$ cat config.mk
export PLATFORM = sky130hd
export DESIGN_NAME = bp_nonsynth_cosim_sched
export DESIGN_NICKNAME = d
export VERILOG_FILES = /design/src/rtl/bp_nonsynth_cosim_sched.sv
export SDC_FILE = /design/constraint.sdc
export NUM_CORES = 1
export LEC_CHECK = 0
export CORE_AREA = 2 2 181 183
export CTS_BUF_LIST = sky130_fd_sc_hd__clkbuf_8
export CTS_CLUSTER_SIZE = 20
export DETAILED_ROUTE_END_ITERATION = 8
export DIE_AREA = 0 0 183 185
export GPL_TIMING_DRIVEN = 0
export PLACE_DENSITY = 0.74
export SETUP_SLACK_MARGIN = 0.3
export SKIP_CTS_REPAIR_TIMING = 1
export SLEW_MARGIN = 20
export SYNTH_ARGS = -nofsm -noshare
export SYNTH_HDL_FRONTEND = slang
export SYNTH_SLANG_ARGS = --single-unit
$ cat constraint.sdc
create_clock -name clk_i -period 7.3 [get_ports clk_i]
set_input_delay 1.46 -clock clk_i [delete_from_list [all_inputs] [get_ports clk_i]]
set_output_delay 1.46 -clock clk_i [all_outputs]
set_load 0.05 [all_outputs]
$ cat src/rtl/bp_nonsynth_cosim_sched.sv
`default_nettype none
// ============================================================================
// Module  : bp_nonsynth_cosim_sched
// Brief   : Round-robin sharing of the single cosim step port among cores, with
//           run sequencing (init, budget, drain, watchdog) and finish reporting.
// Rev     : 1.0
// ============================================================================
module bp_nonsynth_cosim_sched #(
    parameter int num_core_p  = 2,
    parameter int rec_width_p = 138,
    parameter int cnt_width_p = 32,
    parameter int timeout_p   = 65536,
    localparam int ID_W = (num_core_p > 1) ? $clog2(num_core_p) : 1
) (
    input  logic                              clk_i,
    input  logic                              reset_i,
    input  logic                              en_i,
    input  logic                              init_done_i,
    input  logic [cnt_width_p-1:0]            cosim_instr_i,
    input  logic [num_core_p-1:0]             rec_v_i,
    input  logic [num_core_p*rec_width_p-1:0] rec_i,
    input  logic [num_core_p-1:0]             rec_commit_i,
    output logic [num_core_p-1:0]             rec_ready_o,
    output logic                              v_o,
    output logic [rec_width_p-1:0]            data_o,
    output logic [ID_W-1:0]                   core_id_o,
    input  logic                              yumi_i,
    output logic [num_core_p-1:0]             finish_o,
    output logic                              all_finish_o,
    output logic                              timeout_o
);
    localparam int OFF_W = ID_W + 1;
    localparam int WD_W  = $clog2(timeout_p + 1);

    typedef enum logic [2:0] {
        S_IDLE  = 3'd0,
        S_INIT  = 3'd1,
        S_RUN   = 3'd2,
        S_DRAIN = 3'd3,
        S_DONE  = 3'd4
    } state_e;

    state_e                                  state_q, state_d;
    logic                                    v_q, v_d;
    logic [rec_width_p-1:0]                  data_q, data_d;
    logic [ID_W-1:0]                         id_q, id_d;
    logic [ID_W-1:0]                         ptr_q, ptr_d;
    logic [num_core_p-1:0][cnt_width_p-1:0]  cnt_q, cnt_d;
    logic [num_core_p-1:0]                   fin_q, fin_d;
    logic                                    to_q, to_d;
    logic                                    af_q, af_d;
    logic [WD_W-1:0]                         wd_q, wd_d;

    logic [num_core_p-1:0][rec_width_p-1:0]  recs;
    logic [num_core_p-1:0]                   elig, elig_rot, ready;
    logic [OFF_W-1:0]                        off, sum;
    logic [ID_W-1:0]                         gnt;
    logic                                    gnt_v, out_free, fwd, stall;

    assign recs = rec_i;

    // Rotate eligibility so bit 0 is the highest-priority core, then pick the lowest set bit.
    always_comb begin
        elig     = rec_v_i & ~fin_q;
        elig_rot = num_core_p'({elig, elig} >> ptr_q);
        gnt_v    = 1'b0;
        off      = '0;
        for (int j = num_core_p - 1; j >= 0; j--) begin
            if (elig_rot[j]) begin
                gnt_v = 1'b1;
                off   = OFF_W'(j);
            end
        end
        sum = {1'b0, ptr_q} + off;
        gnt = (sum >= OFF_W'(num_core_p)) ? ID_W'(sum - OFF_W'(num_core_p)) : ID_W'(sum);
    end

    always_comb begin
        state_d  = state_q;
        v_d      = v_q;
        data_d   = data_q;
        id_d     = id_q;
        ptr_d    = ptr_q;
        cnt_d    = cnt_q;
        fin_d    = fin_q;
        to_d     = to_q;
        af_d     = af_q;
        wd_d     = '0;
        ready    = '0;
        fwd      = 1'b0;
        out_free = ~v_q | yumi_i;

        case (state_q)
            S_IDLE: begin
                if (!en_i) ready = '1;
                else       state_d = S_INIT;
            end
            S_INIT: begin
                if (init_done_i) state_d = S_RUN;
            end
            S_RUN, S_DRAIN: begin
                // Finished cores are always accepted so their records are sunk.
                ready = fin_q;
                if (gnt_v && out_free) begin
                    ready[gnt] = 1'b1;
                    fwd        = 1'b1;
                end
            end
            default: ;
        endcase

        if (v_q && yumi_i) v_d = 1'b0;
        if (fwd) begin
            v_d    = 1'b1;
            data_d = recs[gnt];
            id_d   = gnt;
            ptr_d  = (gnt == ID_W'(num_core_p - 1)) ? '0 : gnt + 1'b1;
            if (rec_commit_i[gnt] && (cnt_q[gnt] != '1)) cnt_d[gnt] = cnt_q[gnt] + 1'b1;
        end

        for (int i = 0; i < num_core_p; i++) begin
            if ((cosim_instr_i != '0) && (cnt_d[i] >= cosim_instr_i)) fin_d[i] = 1'b1;
        end

        stall = ((|rec_v_i) | v_q) & ~(|(rec_v_i & ready)) & ~(v_q & yumi_i);

        if (state_q == S_RUN && (&fin_q)) state_d = S_DRAIN;
        if (state_q == S_DRAIN && !v_q) begin
            state_d = S_DONE;
            af_d    = 1'b1;
        end

        if ((state_q == S_RUN || state_q == S_DRAIN) && stall) begin
            if (wd_q == WD_W'(timeout_p - 1)) begin
                to_d    = 1'b1;
                af_d    = af_q;
                v_d     = 1'b0;
                state_d = S_DONE;
            end else begin
                wd_d = wd_q + 1'b1;
            end
        end
    end

    always_ff @(posedge clk_i or negedge reset_i) begin
        if (!reset_i) begin
            state_q <= S_IDLE;
            v_q     <= 1'b0;
            data_q  <= '0;
            id_q    <= '0;
            ptr_q   <= '0;
            cnt_q   <= '0;
            fin_q   <= '0;
            to_q    <= 1'b0;
            af_q    <= 1'b0;
            wd_q    <= '0;
        end else begin
            state_q <= state_d;
            v_q     <= v_d;
            data_q  <= data_d;
            id_q    <= id_d;
            ptr_q   <= ptr_d;
            cnt_q   <= cnt_d;
            fin_q   <= fin_d;
            to_q    <= to_d;
            af_q    <= af_d;
            wd_q    <= wd_d;
        end
    end

    assign rec_ready_o  = reset_i ? ready : '0;
    assign v_o          = v_q;
    assign data_o       = data_q;
    assign core_id_o    = id_q;
    assign finish_o     = fin_q;
    assign all_finish_o = af_q;
    assign timeout_o    = to_q;

endmodule
`default_nettype wire
-- Yosys cells after proc, flatten, opt, wreduce, memory -nomap -nowiden
Cells that the tools add are included.
- flip-flop bits (word level): 229
- bits in latches: 0
- bits in writable memories: 0
- ROM bits: 0
- bits of input ports: 317
- output and inout bits: 146
- memories: 0
- add/sub/neg operators: 5
- $mul: 0
- div/mod/pow operators: 0
- order comparisons: 5
- equal/unequal tests: 6
- shift operators: 1
- mux-type cells: 41
- bitwise logic cells: 12
- reduce and logical (&&, ||, !) cells: 18
- operators with widths (cell ; count):
    $mux W138 ; 2
    $mux W64 ; 2
    $mux W32 ; 3
    $bwmux W64 ; 1
    $ge A32 B32 Y1 ; 2
    $mux W17 ; 2
    $add A32 B1 Y32 const B ; 1
    $demux W32 S1 ; 1
    $ne A32 B32 Y1 const B ; 1
    $reduce_bool A32 Y1 ; 1
    $mux W1 ; 18
    $mux W3 ; 6
    $add A17 B1 Y17 const B ; 1
    $eq A17 B16 Y1 const B ; 1
    $logic_and A1 B1 Y1 ; 9
    $eq A3 B2 Y1 const B ; 2
    $mux W2 ; 3
    $pmux W3 S2 ; 1
    $reduce_or A2 Y1 ; 3
    $and A2 B2 Y2 ; 2
    $pmux W2 S2 ; 1
    $reduce_and A2 Y1 ; 2
    $shr A4 B1 Y2 ; 1
    $and A1 B1 Y1 ; 3
    other kinds (16) ; 19

-- Longest topological paths before layout
- depth after elaboration: 22
- depth in mapped cells: 26
- depth with buffers taken out: 19

-- Worst setup path after synthesis
Ideal clock, no wire load.
- path type: in2reg
- from: in rec_v_i[0]
- to: reg fin_q[0] (netlist: finish_o[0])
- library setup time: 0.139 ns
- arrival: 5.940 ns
- setup slack: 1.221 ns
- stages on the path: 24
- cell sequence: nor2b_1 > maj3_1 > buf_2 > buf_2 > buf_2 > buf_2 > clkbuf_1 > nand2_1 > nand2_1 > ha_1 > nand4_1 > mux2_4 > clkbuf_1 > nor4_1 > mux2i_1 > nand3_1 > mux2_1 > ha_1 > nor2b_1 > o21ai_0 > a21oi_1 > or3b_2 > o21ai_0 > a21oi_1
- RTL lines (item ; line ; RTL):
    start: declaration ; 20 ; input logic [num_core_p-1:0] rec_v_i,
    end signal: assignment ; 164 ; fin_q <= fin_d;
    end: declaration ; 49 ; logic [num_core_p-1:0] fin_q, fin_d;

-- Final worst setup path
- from: in rec_v_i[0]
- to: reg fin_q[1] (netlist: finish_o[1])
- longest elaborated chain between the ends: 16
- ends and longest elaborated chain (item ; line ; RTL):
    $and A2 B2 Y2 * ; 64 ; elig = rec_v_i & ~fin_q;
    $shr A4 B1 Y2 * ; 65 ; elig_rot = num_core_p'({elig, elig} >> ptr_q);
    parallel branches: the longest is 11 deep, another holds $add A32 B1 Y32 ; n/a ;
    $mux W64 * ; 113 ; if (fwd) begin
    $ge A32 B32 Y1 * ; 122 ; if ((cosim_instr_i != '0) && (cnt_d[i] >= cosim_instr_i)) fin_d[i] = 1'b1;
    $logic_and A1 B1 Y1 * ; 122 ;
Every way passes the cells marked *. The select of a mux whose other input is x is not followed.
A chain may end at the register's enable or synchronous reset.

==> flow_results.org <==
** Die
- The core region is ~32000 um2.
- The floorplan has 66 rows.
- The floorplan step set the die height to 185 um.
- The initial utilization of the core area, before any placement, comes to 0.409.
- During I/O placement, the number of pins put on the boundary was about 460.
- Total die area :: 33900 um2
- Die width :: 183 um

** Clock network
- The H-tree was split into 2 levels.
- The tree is rooted in a sky130_fd_sc_hd__clkbuf_8.
- After clock tree synthesis, the clock-pin slew on the worst setup and hold paths is 60 ps.
- No sink is reached through more buffers than the 3 on the longest clock path.
- The clock net in this run drives a total of 229 sinks.
- CTS buffer count :: 42
- TritonCTS clock tree :: built
- The later pin in the worst-skew pair is clocked with a latency of 560 ps.

** Synth
- Among all flip-flop cells after synthesis, the most frequent one is sky130_fd_sc_hd__dfrtp_1.
- Library cells used by synthesis :: 68
- Post-synth ARST share :: 1.00
- Sorting the synthesized cells by area gives the leading types as sky130_fd_sc_hd__dfrtp_1 44%, sky130_fd_sc_hd__mux2i_1 11%, sky130_fd_sc_hd__o21ai_0 6.3%.
- Cell taking the most area after synthesis :: sky130_fd_sc_hd__dfrtp_1
- Synthesis produced 1392 cells.
- A synthesized cell averages 9.42 um2.
- Sequential element share of the synthesized area :: 0.437
- In this run, synthesis inferred 0 flip-flops with an integrated enable.
- Net count after synthesis :: 1775
- #FFs+latches synth :: 229
- Yosys top cell area share :: 0.437
- Count of synthesis-stage warnings from yosys :: 0
- Synth Cell Area :: 13100 um2

** Detailed routing
- After detailed routing, the average wire length per cell comes to 25.5 um.
- After detailed routing, the total wire length is 60.2 mm.
- DR vias/cell :: 5.65
- Before antenna repair, the detailed router went through 6 iterations.
- The detailed router placed 13300 vias in this run.
- Initial detailed-routing violation count :: 1010
- Once detail routing completed, the nets flagged for antenna violations numbered 0.
- Residual DRC count :: 0

** Critical path
- Worst Path Arrival :: a little over 7000 ps
- For the worst flop-to-flop path, the logic depth is 22.
- Data required, critical path :: 7720 ps
- Type of the setup path with the least slack :: primary input to flop
- STA classifies the critical path startpoint as a primary input.
- The worst setup path is captured at a flop.
- Largest driver fanout on the critical path :: 10

** STA
- The smallest clock period supported by the final layout is computed as slightly below 7000 ps.
- Setup TNS after final layout :: 0 ps
- The hold violation count in the final report came to 0.
- Final Cycle Share :: 0.931
- Number of max-slew violations in the final report :: 0
- Hold is met by between 400 and 500 ps.
- RSZ-0062 raised after global routing :: no
- For the pin with the worst max-slew slack, the measured transition is 831 ps.
- Across all setup checks in the final design, the least slack found is 501 ps.
- Upper clock frequency limit :: 147 MHz
- Worst-case clock skew :: 22.3 ps
- Setup violations remaining at the end of the flow were counted as 0.
- Slew HR :: 0.441

** GRT
- The number of global-route vias before repair came to 12800.
- The initial antenna violation count is 37.
- GRT Total Usage :: 0.342
- Total congestion overflow :: 0
- The first global-routing pass estimated 84.1 mm of wire.
- Largest net degree at the start of global routing :: 97

** Power and ir drop
- Peak supply drop :: 0.000116 V
- Of the total power, combinational logic draws 0.140.
- Of the total power, the share spent switching nets is 0.256.
- The internal portion of the total power is between 2 and 2.5 mW.
- Pleak :: ~8.5 nW
- Of the total power, the clock network draws 0.446.
- Summing internal, switching and leakage power gives 3.08 mW.
- Summed over all nets, the switching power comes to 0.788 mW.
- Dividing total power by cell area gives a power density of ~160 nW/um2.
- Register share of total power :: 0.414

** Placement
- Worst slack at placement :: -1310 ps
- Once placement finished, the instance area stood at approximately 18000 um2.
- The number of placed instances, taps included, is ~2300.
- Routability-driven placement finished with a final weighted congestion of 0.968.
- After legalization and detailed placement, the total HPWL measured 48.2 mm.
- Count of input and output buffers :: 462

** Job
- Max-cap violation count :: 0

** Layout
- Layout area overhead :: 48.1%
- Most common library cell in the layout ignoring fill and taps :: sky130_fd_sc_hd__clkdlybuf4s50_1
- Share of layout cells above drive strength 1 :: 0.0775
- In the layout the commonest cells are 461 x sky130_fd_sc_hd__clkdlybuf4s50_1, 229 x sky130_fd_sc_hd__dfrtp_1, 213 x sky130_fd_sc_hd__nand2_1.
- Final Util :: 0.606
- Fill cells in the final layout number roughly 2800.
- Number of nets at the end of the flow :: 2287
- Finished layout cell area :: between 15000 and 20000 um2
- For this run, the number of standard cells in the final layout without fillers is 2359.

** Outcome
- The flow ran to the end, and the final reports show no timing, DRC or antenna violations.

** Min path
- The path class of the tightest hold or removal check is flop to flop.
- Worst hold path depth :: 2
-- power by group through the flow --
| stage | sequential [mW] | clock (mW) | combinational [mW] |
|---|---|---|---|
| floorplan | 1.30 | 0 | 0.139 |
| global placement | 1.30 | 0 | 0.412 |
| detailed placement | 1.30 | 0 | 0.420 |
| CTS | 1.27 | 1.39 | 0.422 |
| global route | 1.27 | 1.45 | 0.458 |
| finish | 1.27 | 1.37 | 0.433 |
-- worst max-delay path, stage by stage --
cell,delay [ps]
sky130_fd_sc_hd__clkdlybuf4s50_1,580
sky130_fd_sc_hd__nor2b_2,230
sky130_fd_sc_hd__maj3_2,290
sky130_fd_sc_hd__buf_6,200
sky130_fd_sc_hd__buf_6,190
sky130_fd_sc_hd__buf_6,190
sky130_fd_sc_hd__buf_8,190
sky130_fd_sc_hd__buf_6,190
sky130_fd_sc_hd__nand2_1,70
sky130_fd_sc_hd__nand2_1,80
sky130_fd_sc_hd__ha_2,220
sky130_fd_sc_hd__nand4_1,90
sky130_fd_sc_hd__mux2_4,350
sky130_fd_sc_hd__a2111oi_4,440
sky130_fd_sc_hd__nor2_2,160
sky130_fd_sc_hd__clkbuf_2,300
sky130_fd_sc_hd__a21boi_0,310
sky130_fd_sc_hd__ha_1,280
sky130_fd_sc_hd__nand2b_1,140
sky130_fd_sc_hd__a21o_1,170
sky130_fd_sc_hd__a21o_1,170
sky130_fd_sc_hd__a21oi_1,200
sky130_fd_sc_hd__nor3_1,160
sky130_fd_sc_hd__a2111oi_0,450
sky130_fd_sc_hd__nor3_1,100
-- worst paths after layout --
path / startpoint / endpoint / slack (ps)
setup / recovery: rec_v_i[0] / finish_o[1] / 500
hold / removal: data_o[38] / data_o[38] / 470
setup reg to reg: finish_o[1] / finish_o[1] / 1490
hold reg to reg: data_o[38] / data_o[38] / 470
max in group asynchronous: reset_i / data_o[113] / 5210
min in group asynchronous: reset_i / cnt_q[46] / 800
-- cell families (layout without fill, tap and decap cells) --
group                      after synthesis  in the layout  synth area share
and+or+nand+nor                        445            445             0.159
AOI/OAI and AO/OA                      331            331             0.147
DFF                                    229            229             0.437
muxes                                  163            163             0.127
buffers and inverters                  116            659            0.0378
adders and majority gates               68             68            0.0646
xor gates and xnor gates                40             40            0.0273
other                                    0             16                 0
-- Yosys cell counts (4+ instances only) --
cell type / n
sky130_fd_sc_hd__a2111oi_0: 4
sky130_fd_sc_hd__a211oi_1: 8
sky130_fd_sc_hd__a21o_1: 21
sky130_fd_sc_hd__a21oi_1: 54
sky130_fd_sc_hd__a221oi_2: 4
sky130_fd_sc_hd__a31oi_1: 10
sky130_fd_sc_hd__and2_1: 5
sky130_fd_sc_hd__and3_1: 18
sky130_fd_sc_hd__and4_1: 8
sky130_fd_sc_hd__buf_2: 21
sky130_fd_sc_hd__buf_4: 5
sky130_fd_sc_hd__clkbuf_1: 43
sky130_fd_sc_hd__dfrtp_1: 229
sky130_fd_sc_hd__ha_1: 66
sky130_fd_sc_hd__inv_1: 42
sky130_fd_sc_hd__mux2_2: 8
sky130_fd_sc_hd__mux2_4: 5
sky130_fd_sc_hd__mux2i_1: 148
sky130_fd_sc_hd__nand2_1: 213
sky130_fd_sc_hd__nand2b_1: 10
sky130_fd_sc_hd__nand3_1: 42
sky130_fd_sc_hd__nand4_1: 28
sky130_fd_sc_hd__nor2_1: 63
sky130_fd_sc_hd__nor2b_1: 8
sky130_fd_sc_hd__nor3_1: 13
sky130_fd_sc_hd__nor4_1: 16
sky130_fd_sc_hd__o21ai_0: 166
sky130_fd_sc_hd__o21ai_1: 28
sky130_fd_sc_hd__o22ai_1: 4
sky130_fd_sc_hd__o31ai_1: 6
sky130_fd_sc_hd__or3_1: 4
sky130_fd_sc_hd__xnor2_1: 17
sky130_fd_sc_hd__xor2_1: 22
-- registers in the layout, indices dropped and copies added, names as in the netlist --
name and cells:
finish_o 2, state_q 3, timeout_o 1, ptr_q 1, cnt_q 64, data_o 138
core_id_o 1, all_finish_o 1, v_o 1, wd_q 17
-- metal layers --
metal	track usage	part of all wire	up-vias
li1	-	-	6018
met1	0.421	0.39	6389
met2	0.513	0.43	738
met3	0.166	0.13	154
met4	0.142	0.044	36
met5	0	0.0038	-
-- layout make-up --
type | count | area, um2 | area share
Tap cell | 408 | 510 | 0.0263
Antenna cell | 16 | 40.0 | 0.00206
Sequential cell | 229 | 5730 | 0.295
Clock inverter | 16 | 128 | 0.00657
Multi-Input combinational cell | 1047 | 6940 | 0.357
Clock buffer | 59 | 812 | 0.0418
Buffer | 74 | 390 | 0.0201
Inverter | 42 | 158 | 0.00812
Timing Repair Buffer | 468 | 4710 | 0.243
(Power assumes the default switching activity.)
